`config.mk`:
```
export PLATFORM = sky130hd
export DESIGN_NAME = spi_req_arbiter_flat
export DESIGN_NICKNAME = d
export VERILOG_FILES = /design/src/rtl/spi_arb_pkg.sv /design/src/rtl/spi_req_arbiter_if.sv /design/src/rtl/rr_picker.sv /design/src/rtl/spi_req_arbiter.sv /design/src/flat_wrapper.sv
export SDC_FILE = /design/constraint.sdc
export NUM_CORES = 1
export LEC_CHECK = 0
export BUFFER_PORTS_ARGS = -buffer_cell sky130_fd_sc_hd__buf_2
export CORE_ASPECT_RATIO = 0.9
export CORE_MARGIN = 4
export CORE_UTILIZATION = 45
export DETAILED_ROUTE_END_ITERATION = 12
export PLACE_DENSITY_LB_ADDON = 0.15
export SETUP_SLACK_MARGIN = 0.15
export SYNTH_ARGS = -nofsm -noshare
export SYNTH_HDL_FRONTEND = slang
export SYNTH_SLANG_ARGS = --single-unit
```
`constraint.sdc`:
```
create_clock -name clk -period 2.15 [get_ports clk]
set_input_delay 0.3225 -clock clk [delete_from_list [all_inputs] [get_ports clk]]
set_output_delay 0.3225 -clock clk [all_outputs]
set_load 0.02 [all_outputs]
```
`src/rtl/spi_arb_pkg.sv`:
```
// Shared types and helpers for the SPI requester arbiter.
// Latency: n/a (types, constants and a combinational helper only).
// Backpressure: n/a.
package spi_arb_pkg;

  typedef enum logic [1:0] {
    IDLE   = 2'd0,
    ISSUE  = 2'd1,
    XFER   = 2'd2,
    FINISH = 2'd3
  } state_t;

  // Word width of the attached spi master's din.
  localparam int DATA_W_DEF = 12;

  // rr_pick works on a fixed 8-bit request vector; callers zero-extend.
  localparam int MAX_REQ = 8;

  typedef struct packed {
    logic       vld;
    logic [2:0] idx;
  } pick_t;

  // Round-robin pick: first set bit at or above ptr, wrapping at n_req.
  // The loop runs from the farthest offset down to offset 0, so the
  // nearest set bit is the last one written and therefore wins.
  function automatic pick_t rr_pick(input logic [MAX_REQ-1:0] req,
                                    input logic [2:0]         ptr,
                                    input int                 n_req);
    pick_t p;
    int    c;
    p = '0;
    for (int k = MAX_REQ - 1; k >= 0; k--) begin
      if (k < n_req) begin
        c = int'(ptr) + k;
        if (c >= n_req) c = c - n_req;
        if (req[c[2:0]]) begin
          p.vld = 1'b1;
          p.idx = c[2:0];
        end
      end
    end
    return p;
  endfunction

endpackage

```
`src/rtl/spi_req_arbiter_if.sv`:
```
// Bundle of requester-side and spi-side signals of the arbiter.
// Latency: n/a (wires only).
// Backpressure: req is held until done/err; newd is held until cs falls.
//   slave  : arbiter view (takes req/req_data/cs, drives gnt/done/err/newd/din)
//   master : client + spi view (the opposite directions)
interface spi_req_arbiter_if
  import spi_arb_pkg::*;
#(
  parameter int N_REQ  = 4,
  parameter int DATA_W = DATA_W_DEF
);
  logic [N_REQ-1:0]        req;
  logic [N_REQ*DATA_W-1:0] req_data;
  logic [N_REQ-1:0]        gnt;
  logic [N_REQ-1:0]        done;
  logic [N_REQ-1:0]        err;
  logic                    newd;
  logic [DATA_W-1:0]       din;
  logic                    cs;

  modport slave (
    input  req, req_data, cs,
    output gnt, done, err, newd, din
  );

  modport master (
    output req, req_data, cs,
    input  gnt, done, err, newd, din
  );
endinterface

```
`src/rtl/rr_picker.sv`:
```
// Combinational round-robin picker: lowest set req at or above ptr, wrapping.
// Latency: 0 cycles (pure combinational).
// Backpressure: none; vld=0 when no request is set.
//   req : request vector      ptr : search start index
//   vld : some request set    idx : winning index
module rr_picker
  import spi_arb_pkg::*;
#(
  parameter  int N_REQ = 4,
  localparam int PTR_W = $clog2(N_REQ)
) (
  input  logic [N_REQ-1:0] req,
  input  logic [PTR_W-1:0] ptr,
  output logic             vld,
  output logic [PTR_W-1:0] idx
);
  pick_t p;

  always_comb begin
    p   = rr_pick(MAX_REQ'(req), 3'(ptr), N_REQ);
    vld = p.vld;
    idx = PTR_W'(p.idx);
  end
endmodule

```
`src/rtl/spi_req_arbiter.sv`:
```
// Round-robin arbiter/sequencer sharing one spi master among N_REQ clients.
// Latency: req seen in IDLE -> gnt/newd/din registered on that edge; done/err one cycle after cs rises / timeout.
// Backpressure: clients hold req until done/err; newd held until cs falls or START_TO cycles elapse.
//   clk, rst : clock, synchronous active-high reset
//   bus      : req/req_data/gnt/done/err to clients, newd/din/cs to the spi master
//   busy     : high whenever the sequencer is not in IDLE
module spi_req_arbiter
  import spi_arb_pkg::*;
#(
  parameter int N_REQ    = 4,
  parameter int DATA_W   = DATA_W_DEF,
  parameter int START_TO = 64
) (
  input  logic                clk,
  input  logic                rst,
  spi_req_arbiter_if.slave    bus,
  output logic                busy
);
  localparam int              PTR_W    = $clog2(N_REQ);
  localparam int              CNT_W    = $clog2(START_TO) + 1;
  localparam logic [CNT_W-1:0] CNT_LAST = CNT_W'(START_TO - 1);
  localparam logic [PTR_W-1:0] PTR_LAST = PTR_W'(N_REQ - 1);

  state_t              state_q, state_d;
  logic [PTR_W-1:0]    rr_ptr_q, rr_ptr_d;
  logic [PTR_W-1:0]    win_q, win_d;
  logic [CNT_W-1:0]    cnt_q, cnt_d;
  logic [N_REQ-1:0]    gnt_q, gnt_d;
  logic [N_REQ-1:0]    done_q, done_d;
  logic [N_REQ-1:0]    err_q, err_d;
  logic                newd_q, newd_d;
  logic [DATA_W-1:0]   din_q, din_d;

  logic                pick_vld;
  logic [PTR_W-1:0]    pick_idx;

  rr_picker #(.N_REQ(N_REQ)) u_pick (
    .req (bus.req),
    .ptr (rr_ptr_q),
    .vld (pick_vld),
    .idx (pick_idx)
  );

  always_comb begin
    state_d  = state_q;
    rr_ptr_d = rr_ptr_q;
    win_d    = win_q;
    cnt_d    = cnt_q;
    gnt_d    = gnt_q;
    done_d   = '0;
    err_d    = '0;
    newd_d   = newd_q;
    din_d    = din_q;

    case (state_q)
      IDLE: begin
        if (pick_vld) begin
          win_d   = pick_idx;
          din_d   = bus.req_data[pick_idx*DATA_W +: DATA_W];
          gnt_d   = N_REQ'(1) << pick_idx;
          newd_d  = 1'b1;
          cnt_d   = '0;
          state_d = ISSUE;
        end
      end

      ISSUE: begin
        // cs falling is checked first so a start on the last allowed
        // cycle is still treated as a successful start.
        if (!bus.cs) begin
          newd_d  = 1'b0;
          state_d = XFER;
        end else if (cnt_q == CNT_LAST) begin
          newd_d  = 1'b0;
          err_d   = gnt_q;
          gnt_d   = '0;
          state_d = FINISH;
        end else begin
          cnt_d = (cnt_q == '1) ? cnt_q : cnt_q + 1'b1;
        end
      end

      XFER: begin
        if (bus.cs) begin
          done_d  = gnt_q;
          gnt_d   = '0;
          state_d = FINISH;
        end
      end

      FINISH: begin
        // The extra idle cycle lets cs be re-sampled high before the next newd.
        rr_ptr_d = (win_q == PTR_LAST) ? '0 : win_q + 1'b1;
        state_d  = IDLE;
      end

      default: state_d = IDLE;
    endcase
  end

  always_ff @(posedge clk) begin
    if (rst) begin
      state_q  <= IDLE;
      rr_ptr_q <= '0;
      win_q    <= '0;
      cnt_q    <= '0;
      gnt_q    <= '0;
      done_q   <= '0;
      err_q    <= '0;
      newd_q   <= 1'b0;
      din_q    <= '0;
    end else begin
      state_q  <= state_d;
      rr_ptr_q <= rr_ptr_d;
      win_q    <= win_d;
      cnt_q    <= cnt_d;
      gnt_q    <= gnt_d;
      done_q   <= done_d;
      err_q    <= err_d;
      newd_q   <= newd_d;
      din_q    <= din_d;
    end
  end

  assign bus.gnt  = gnt_q;
  assign bus.done = done_q;
  assign bus.err  = err_q;
  assign bus.newd = newd_q;
  assign bus.din  = din_q;
  assign busy     = (state_q != IDLE);
endmodule
```
`src/flat_wrapper.sv`:
```
// flat-port wrapper written by rule: the top's interface ports become plain ports
module spi_req_arbiter_flat import spi_arb_pkg::*;
#(
  parameter int N_REQ    = 4,
  parameter int DATA_W   = DATA_W_DEF,
  parameter int START_TO = 64
)
  (clk, rst, busy, bus_req, bus_req_data, bus_cs, bus_gnt, bus_done, bus_err, bus_newd, bus_din);
  spi_req_arbiter_if #(.N_REQ(N_REQ), .DATA_W(DATA_W)) bus_i ();
  input  logic clk;
  input  logic rst;
  output logic busy;
  input wire logic [$bits(bus_i.req)-1:0] bus_req;
  input wire logic [$bits(bus_i.req_data)-1:0] bus_req_data;
  input wire logic [$bits(bus_i.cs)-1:0] bus_cs;
  output wire logic [$bits(bus_i.gnt)-1:0] bus_gnt;
  output wire logic [$bits(bus_i.done)-1:0] bus_done;
  output wire logic [$bits(bus_i.err)-1:0] bus_err;
  output wire logic [$bits(bus_i.newd)-1:0] bus_newd;
  output wire logic [$bits(bus_i.din)-1:0] bus_din;
  assign bus_i.req = bus_req;
  assign bus_i.req_data = bus_req_data;
  assign bus_i.cs = bus_cs;
  assign bus_gnt = bus_i.gnt;
  assign bus_done = bus_i.done;
  assign bus_err = bus_i.err;
  assign bus_newd = bus_i.newd;
  assign bus_din = bus_i.din;
  spi_req_arbiter #(.N_REQ(N_REQ), .DATA_W(DATA_W), .START_TO(START_TO)) u_core (.clk(clk), .rst(rst), .bus(bus_i), .busy(busy));
endmodule
```
==> results of run 1 <==
-- logic make-up after synthesis --
group / share of synthesized area
AO/OA/AOI/OAI: 0.274
buffers and inverters: 0.0781
AND/OR/NAND/NOR: 0.141
multiplexers: 0.0989
adder cells (fa/ha/maj): 0.0506
flip-flops: 0.342
XOR/XNOR: 0.0157
-- report_power, final --
| part | internal, mW | switching (mW) |
|---|---|---|
| sequential | 0.895 | 0.134 |
| combinational | 0.793 | 1.05 |
| clock | 0.465 | 0.275 |
-- routing by layer --
layer | vias up | wire length [microns] | share of wire
li1 | 1108 | - | -
met2 | 80 | 3010 | 0.49
met5 | - | 0 | 0
met4 | 0 | 72 | 0.012
met1 | 1029 | 2770 | 0.45
met3 | 5 | 338 | 0.055
-- worst max-delay path, delay by kind of cell (launching register included) --
family                     cells  cell delay [ps]
AOI/OAI and AO/OA              3              530
adders and majority gates      1              280
buffers and inverters          1               50
DFF                            1              390
muxes                          1              350
and+or+nand+nor                1              550
-- how the worst max path moves through the flow --
stage / from / to / cells after the start
floorplan: u_core.rr_ptr_q[0] / u_core.bus.gnt[2] / 8
global placement: u_core.rr_ptr_q[0] / u_core.bus.din[6] / 7
detailed placement: u_core.rr_ptr_q[0] / u_core.bus.din[0] / 7
CTS: u_core.rr_ptr_q[0] / u_core.bus.gnt[2] / 7
global route: u_core.rr_ptr_q[0] / u_core.bus.gnt[3] / 7
finish: u_core.rr_ptr_q[0] / u_core.bus.gnt[3] / 7
-- registers in the layout, indices dropped and copies added (netlist names), 2 cells and up --
name             flops
u_core.rr_ptr_q      2
u_core.bus.gnt       4
u_core.cnt_q         7
u_core.bus.done      4
u_core.win_q         2
u_core.bus.err       4
u_core.state_q       2
u_core.bus.din      12
-- cell usage in the layout (no fill, tap or decap), types with 2 or more instances in the layout --
master / instances
nand2_1: 9
o21ai_2: 2
mux2i_1: 12
ha_1: 8
a21o_4: 2
o21bai_1: 13
o21ai_0: 2
buf_6: 6
clkbuf_8: 5
a211oi_2: 18
and2_1: 8
nand4_1: 3
mux2i_2: 4
nand3_1: 2
inv_1: 22
a21oi_2: 2
nand2b_1: 3
bufinv_16: 2
dfxtp_1: 36
buf_4: 18
a211oi_1: 19
nor2_1: 20
or4b_4: 2
a21oi_1: 6
buf_2: 80
buf_12: 2
xor2_1: 3
mux2_2: 2
-- final cells by class --
type / count / area (sq um)
clock buffers: 5 / 68.8
clock inverters: 3 / 68.8
fillers: 391 / 1570
inverters: 23 / 88.8
multi-input cells: 175 / 1520
flip-flops and latches: 38 / 766
well taps: 65 / 81.3
repair buffers: 106 / 643
-- stage by stage --
stage | utilization | cell area [sq um]
after floorplan | - | 2260
after global placement | 0.588 | 2820
after detailed placement | 0.588 | 2820
after CTS | 0.635 | 3050
after global routing | 0.673 | 3230
final | 0.673 | 3230
-- repair_timing --
action / 4_1_cts / 5_1_grt
setup endpoints to repair: 17 / 26
cloned: 0 / 1
pin swaps: 5 / 10
resized for setup: 15 / 38
setup buffers: 4 / 2
==> flow_metrics.env, run 1 <==
export IMPL_status="finished, violations left"
export IMPL_violations="negative setup slack"
export IMPL_setup_ws_ps=-62.1
export IMPL_hold_depth=3
export IMPL_fp_coreArea_sq_um=4800
export IMPL_die_h_microns=74.7
export IMPL_drt_antenna_violating_nets=0
export IMPL_rsz0062_at_grt="true"
export IMPL_post_drt_wl_per_cell_microns=14.9
export IMPL_async_flop_share=0
export IMPL_startpoint_type="flop"
export IMPL_setup_viol=4
export IMPL_routed_wl_microns=6190
export IMPL_fmax_ghz=0.452
export IMPL_ctsHoldBuffers=0
export IMPL_min_period_over_period=1.03
export IMPL_hold_class="in2reg"
export IMPL_leakage_nw=1.47
export IMPL_dr_first_iter_drc_count=93
export IMPL_syn_area_sq_um=2230
export IMPL_grt_pass1_wl_microns=9380
export IMPL_yosysUniqueCellTypes=46
export IMPL_end_kind="flop"
export IMPL_cp_required_ps=2390
export IMPL_grt_max_degree=17
export IMPL_ys_flop_type="dfxtp_1"
export IMPL_vias_per_cell=5.35
export IMPL_gr_usage_met2=0.332
export IMPL_finalHoldViolCount=0
export IMPL_dieArea_sq_um=6140
export IMPL_io_pins=81
export IMPL_maxSlewHeadroom=0.723
export IMPL_cts_root_buf="clkbuf_8"
export IMPL_synth_edf_count=0
export IMPL_syn_area_per_cell_sq_um=8.76
export IMPL_antenna_found_initial=0
export IMPL_r2r_setup_slack_ps=-60
export IMPL_cts_buffer_depth=2
export IMPL_gp_congestion=0.815
export IMPL_tightestPinTransition_ps=415
export IMPL_cts_max_level=2
export IMPL_crit_type="reg2reg"
export IMPL_track_usage=0.198
export IMPL_placementRows=24
export IMPL_clock_sinks=38
export IMPL_power_mw=3.61
export IMPL_finalNetCount=413
export IMPL_first_global_vias=2055
export IMPL_dp_cells=400
export IMPL_r2r_start="u_core.rr_ptr_q[0]"
export IMPL_ys_top_cells_by_area="dfxtp_1, a211oi_1, mux2i_1"
export IMPL_yosys_warnings=0
export IMPL_numCtsBuffers=5
export IMPL_cp_cell_sequence="inv_4, ha_4, mux4_2, o221ai_4, a21oi_4, or4b_4, a21oi_2"
export IMPL_stdcell_count=415
export IMPL_hold_slack_ps=356
export IMPL_drc=0
export IMPL_vias=2222
export IMPL_ys_seq_area_frac=0.342
export IMPL_r2r_worst_path_cells=7
export IMPL_arrival_ps=2450
export IMPL_syn_inst=254
export IMPL_grtUsageMet1=0.257
export IMPL_power_density_nw_per_um2=1120
export IMPL_drive_gt1_frac=0.477
export IMPL_dp_hpwl_microns=4500
export IMPL_critPathMaxFanout=6
export IMPL_fin_setup_tns_ps=-145
export IMPL_insertedDiodeCount=0
export IMPL_io_buffers=80
export IMPL_yosysTopAreaCellShare=0.342
export IMPL_clock_latency_ps=300
export IMPL_cts_tree="built"
export IMPL_fin_crit_ps=2210
export IMPL_busiest_layer="met2"
export IMPL_initial_core_util=0.463
export IMPL_cpMaxStageDelayCell="or4b_4"
export IMPL_ys_top_cells_by_count="a211oi_1, dfxtp_1, inv_1"
export IMPL_hold_start="bus_cs"
export IMPL_grt_overflow=0
export IMPL_synth_largest_area_cell="dfxtp_1"
export IMPL_syn_nets=318
export IMPL_worstReg2RegEnd="u_core.bus.gnt[3]"
export IMPL_hold_end="u_core.bus.newd"
export IMPL_clkSlewWorstSetupHoldPaths_ps=80
export IMPL_grt_use_met3=0.0431
export IMPL_syn_to_final_growth_pct=45.3
export IMPL_die_w_microns=82.1
export IMPL_dr_pass1_iters=4
export IMPL_peakVddDrop_uv=560
export IMPL_slew_violations=0
export IMPL_dp_slack_ps=-177
export IMPL_critPathMaxStageDelay_ps=550
export IMPL_maxCapViolCount=0
export IMPL_ys_seq_elements=38
export IMPL_skew_ps=7.32
Note: power is estimated with default switching activity, not from simulation.
==> inputs of run 2 (changes only) <==
--- a/config.mk
+++ b/config.mk
@@ -6,8 +6,9 @@
 export NUM_CORES = 1
 export LEC_CHECK = 0
 export BUFFER_PORTS_ARGS = -buffer_cell sky130_fd_sc_hd__buf_2
+export CAP_MARGIN = 20
 export CORE_ASPECT_RATIO = 0.9
-export CORE_MARGIN = 4
+export CORE_MARGIN = 2
 export CORE_UTILIZATION = 45
 export DETAILED_ROUTE_END_ITERATION = 12
 export PLACE_DENSITY_LB_ADDON = 0.15
==> run 2 against run 1 <==
The run still ends with negative setup slack left. Final area is 2.8% lower. Global-route usage is 0.56 points lower. Clock power is 2% lower. Final cell count is 0.24% lower. Die area is 10% lower. Via count is 4.4% lower. Flip-flop and latch count stayed put. Clock skew is 1.1 ps lower. Largest power group unchanged. Highest routed layer unchanged.
==> flow_metrics.env, run 2 (synthesis gave the netlist of run 1 again) <==
export IMPL_cts_root_buf="clkbuf_8"
export IMPL_power_density_nw_per_um2=1120
export IMPL_layout_commonest_cell="buf_2"
export IMPL_vias_per_cell=5.13
export IMPL_vias=2125
export IMPL_drive_gt1_frac=0.424
export IMPL_fill_cells=414
export IMPL_initial_core_util=0.463
export IMPL_violations="negative setup slack"
export IMPL_post_drt_wl_per_cell_microns=13.1
export IMPL_largest_reg_flops=12
export IMPL_dr_pass1_iters=5
export IMPL_cp_required_ps=2360
export IMPL_setup_ws_ps=-58.5
export IMPL_cts_buffer_depth=2
export IMPL_gp_congestion=0.824
export IMPL_insertedDiodeCount=0
export IMPL_cp_cell_sequence="inv_4, ha_4, mux4_2, o21a_4, buf_6, buf_4, a211oi_1, a211oi_2, a211oi_1"
export IMPL_min_period_over_period=1.03
export IMPL_clock_sinks=38
export IMPL_numCtsBuffers=5
export IMPL_cts_tree="built"
export IMPL_syn_to_final_growth_pct=41.2
export IMPL_clock_latency_ps=290
export IMPL_finalHoldViolCount=0
export IMPL_arrival_ps=2420
export IMPL_io_pins=81
export IMPL_setup_viol=14
export IMPL_critPathMaxStageDelay_ps=400
export IMPL_ctsHoldBuffers=0
export IMPL_slew_violations=0
export IMPL_maxCapViolCount=0
export IMPL_first_global_vias=2001
export IMPL_dieArea_sq_um=5530
export IMPL_status="finished, violations left"
export IMPL_drc=0
export IMPL_io_buffers=80
export IMPL_layout_common_cells="buf_2, dfxtp_1, a211oi_1"
export IMPL_critPathMaxFanout=12
export IMPL_finalNetCount=412
export IMPL_fmax_ghz=0.453
export IMPL_grt_pass1_wl_microns=8730
export IMPL_path_delay_family="compound AO/OA/AOI/OAI gates"
export IMPL_dp_hpwl_microns=4080
export IMPL_dr_first_iter_drc_count=61
export IMPL_die_w_microns=78.1
export IMPL_grt_overflow=0
export IMPL_r2r_setup_slack_ps=-60
export IMPL_fp_coreArea_sq_um=4800
export IMPL_maxSlewHeadroom=0.657
export IMPL_grt_max_degree=29
export IMPL_dp_slack_ps=-261
export IMPL_clkSlewWorstSetupHoldPaths_ps=80
export IMPL_die_h_microns=70.7
export IMPL_tightestPinTransition_ps=514
export IMPL_drt_antenna_violating_nets=0
export IMPL_routed_wl_microns=5440
export IMPL_cts_max_level=2
export IMPL_crit_top_cell="a211oi_1"
export IMPL_peakVddDrop_uv=615
export IMPL_fin_crit_ps=2210
export IMPL_placementRows=24
export IMPL_end_kind="flop"
export IMPL_startpoint_type="flop"
export IMPL_path_buf_inv=3
export IMPL_track_usage=0.193
export IMPL_fin_setup_tns_ps=-432
export IMPL_antenna_found_initial=0
export IMPL_leakage_nw=1.46
export IMPL_hold_class="in2reg"
export IMPL_rsz0062_at_grt="true"
export IMPL_crit_type="reg2reg"
export IMPL_cpMaxStageDelayCell="dfxtp_4"
export IMPL_skew_ps=6.23
## run 2: cell count changes in the layout (fill, tap and decap cells not counted), sizes merged
cell  before  now
buf      106  105
## run 2: area by class of cell
cell class                      count  area (sq um)  area share
Clock buffer                        5          68.8      0.0219
Timing Repair Buffer              105           644       0.205
Tap cell                           65          81.3      0.0259
Multi-Input combinational cell    175          1430       0.454
Clock inverter                      3          68.8      0.0219
Inverter                           23          88.8      0.0283
Sequential cell                    38           764       0.243
## run 2: layer usage
| layer | wire (microns) | global-route usage |
|---|---|---|
| met1 | 2580 | 0.247 |
| met2 | 2580 | 0.335 |
| met3 | 243 | 0.0395 |
| met4 | 35 | 0.0429 |
| met5 | 0 | 0 |
## run 2: worst reg2reg max path, delay by kind of cell, from the launching register on
kind	cells	cell delay [ps]
muxes	1	340
buffers and inverters	3	340
adders and majority gates	1	260
AOI/OAI and AO/OA	4	790
DFF	1	400
## run 2: worst paths after layout
check,startpoint,end,depth (start not counted)
setup reg to reg,u_core.rr_ptr_q[0],u_core.bus.din[1],9
hold reg to reg,u_core.bus.gnt[1],u_core.bus.gnt[1],2
hold / removal,bus_req_data[13],u_core.bus.din[1],3
setup / recovery,u_core.rr_ptr_q[0],u_core.bus.din[1],9
## run 2: per-stage QoR
| step | std cells | hold slack, ps | util | cell area (sq um) | power (mW) |
|---|---|---|---|---|---|
| after floorplan | 254 | 438 | - | 2260 | 2.08 |
| after global placement | 401 | 455 | 0.589 | 2830 | 2.58 |
| after detailed placement | 401 | 468 | 0.589 | 2830 | 2.61 |
| after CTS | 412 | 362 | 0.630 | 3030 | 3.38 |
| after global routing | 414 | 360 | 0.654 | 3140 | 3.76 |
| final | 414 | 370 | 0.654 | 3140 | 3.52 |
## run 2: where the power goes
part           total [mW]  internal, mW  switching [mW]
registers            1.03         0.895           0.131
logic                1.77         0.774           0.998
clock network       0.721         0.465           0.257
total                3.52          2.13            1.39
## run 2: what timing repair did
| item | in CTS | in global routing |
|---|---|---|
| gates cloned | 0 | 0 |
| setup buffers | 3 | 2 |
| pin swaps | 12 | 10 |
| endpoints found under the setup margin | 17 | 21 |
| resized for setup | 10 | 21 |
==> inputs of run 3 (changes only) <==
--- a/config.mk
+++ b/config.mk
@@ -9,8 +9,9 @@
 export CAP_MARGIN = 20
 export CORE_ASPECT_RATIO = 0.9
 export CORE_MARGIN = 2
-export CORE_UTILIZATION = 45
+export CORE_UTILIZATION = 53
 export DETAILED_ROUTE_END_ITERATION = 12
+export MAX_ROUTING_LAYER = met4
 export PLACE_DENSITY_LB_ADDON = 0.15
 export SETUP_SLACK_MARGIN = 0.15
 export SYNTH_ARGS = -nofsm -noshare
==> constraint.sdc (replaced) <==
create_clock -name clk -period 2.9 [get_ports clk]
set_input_delay 0.435 -clock clk [delete_from_list [all_inputs] [get_ports clk]]
set_output_delay 0.435 -clock clk [all_outputs]
set_load 0.02 [all_outputs]
==> run 3 against run 2 <==
The flow now finishes without violations. Flip-flop and latch count unchanged. Final area down 12%. Critical path depth down 3. Fmax down 16%. Critical endpoint is now u_core.bus.gnt[0]. Largest cell class unchanged. Via count down 2.1%. Utilization up 2.8 points. Routed wire length down 5.4%.
==> flow_metrics.env, run 3 (synthesis gave the netlist of run 1 again) <==
export IMPL_drt_antenna_violating_nets=0
export IMPL_power_density_nw_per_um2=827
export IMPL_fill_cells=338
export IMPL_initial_core_util=0.550
export IMPL_setup_ws_ps=271
export IMPL_status="complete, no violations"
export IMPL_dr_pass1_iters=4
export IMPL_min_period_over_period=0.906
export IMPL_drc=0
export IMPL_skew_ps=4.83
export IMPL_swShare=0.411
export IMPL_clock_sinks=38
export IMPL_power_mw=2.28
export IMPL_setup_viol=0
export IMPL_routed_wl_microns=5150
export IMPL_cts_buffer_depth=2
export IMPL_grt_pass1_wl_microns=8110
export IMPL_insertedDiodeCount=0
export IMPL_track_usage=0.224
export IMPL_pwr_share_comb=0.468
export IMPL_grt_overflow=0
export IMPL_p_int_mw=1.35
export IMPL_layout_commonest_cell="buf_2"
export IMPL_multi_input_area_sq_um=1290
export IMPL_dp_slack_ps=305
export IMPL_fin_crit_ps=2630
export IMPL_peakVddDrop_uv=377
export IMPL_numCtsBuffers=5
export IMPL_maxSlewHeadroom=0.425
export IMPL_leakage_nw=1.32
export IMPL_maxCapViolCount=0
export IMPL_clkSlewWorstSetupHoldPaths_ps=70
export IMPL_hold_class="in2reg"
export IMPL_layout_common_cells="buf_2, a211oi_1, dfxtp_1"
export IMPL_critPathMaxFanout=23
export IMPL_cts_max_level=2
export IMPL_cts_tree="built"
export IMPL_rsz0062_at_grt="false"
export IMPL_dr_first_iter_drc_count=118
export IMPL_dp_hpwl_microns=3990
export IMPL_p_switching_mw=0.938
export IMPL_io_buffers=80
export IMPL_drive_gt1_frac=0.305
export IMPL_end_kind="flop"
export IMPL_finalNetCount=392
export IMPL_first_global_vias=1768
export IMPL_fin_setup_tns_ps=0
export IMPL_startpoint_type="flop"
export IMPL_ctsHoldBuffers=0
export IMPL_seq_power_share=0.330
export IMPL_fp_coreArea_sq_um=4050
export IMPL_clock_power_share=0.202
export IMPL_fmax_ghz=0.380
export IMPL_syn_to_final_growth_pct=24.1
export IMPL_crit_type="reg2reg"
export IMPL_arrival_ps=2850
export IMPL_vias_per_cell=5.53
export IMPL_clock_latency_ps=290
export IMPL_placementRows=22
export IMPL_grt_max_degree=29
export IMPL_vias=2081
export IMPL_die_w_microns=72.3
export IMPL_post_drt_wl_per_cell_microns=13.7
export IMPL_cts_root_buf="clkbuf_8"
export IMPL_die_h_microns=65.5
export IMPL_cp_required_ps=3120
export IMPL_postCtsSetupRepairBufs=0
export IMPL_gp_congestion=0.860
export IMPL_antenna_found_initial=0
export IMPL_tightestPinTransition_ps=860
export IMPL_io_pins=81
export IMPL_finalHoldViolCount=0
export IMPL_postCtsResizedCells=0
export IMPL_largest_reg_flops=12
export IMPL_register_area_sq_um=761
export IMPL_dieArea_sq_um=4730
export IMPL_slew_violations=0
==> run 3: worst paths after layout <==
kind | from | end | slack (ps) | depth (start not counted)
max | u_core.rr_ptr_q[0] | u_core.bus.gnt[0] | 270 | 6
min | bus_req_data[18] | u_core.bus.din[6] | 480 | 3
max reg2reg | u_core.rr_ptr_q[0] | u_core.bus.gnt[0] | 270 | 6
min reg2reg | u_core.cnt_q[6] | u_core.cnt_q[6] | 480 | 2
==> run 3: power by group through the flow <==
stage                     Sequential (mW)  Clock [mW]  Combinational [mW]
after floorplan                     0.883           0               0.642
after global placement              0.762           0                1.05
after detailed placement            0.764           0                1.07
after CTS                           0.754       0.459                1.07
after global routing                0.773       0.482                1.18
final                               0.754       0.461                1.07
==> run 3: per-layer routing <==
layer	share of wire	track usage	vias to the layer above
met5	0	-	-
met2	0.46	0.343	64
met4	0.010	0.0566	0
met1	0.48	0.302	943
met3	0.049	0.0460	7
li1	-	-	1067
==> run 3: area by class of cell <==
| class | count | share of cell area |
|---|---|---|
| multi-input cells | 175 | 0.468 |
| flip-flops and latches | 38 | 0.275 |
| repair buffers | 85 | 0.163 |
| inverters | 23 | 0.0313 |
| clock buffers | 6 | 0.0299 |
| well taps | 48 | 0.0217 |
| clock inverters | 1 | 0.0109 |
==> run 3: critical path, stage by stage (launching register included) <==
cell	delay, ps
dfxtp_1	340
buf_4	280
mux4_2	560
o21a_1	360
a21o_1	380
or4_1	510
a21oi_1	140
==> run 3: through the flow <==
stage	hold WS [ps]	util	std cells	instance area (sq um)
final	479	0.682	376	2760
after global routing	488	0.682	376	2760
after CTS	479	0.682	376	2760
after detailed placement	463	0.655	369	2650
after global placement	458	0.655	369	2650
after floorplan	438	-	254	2230
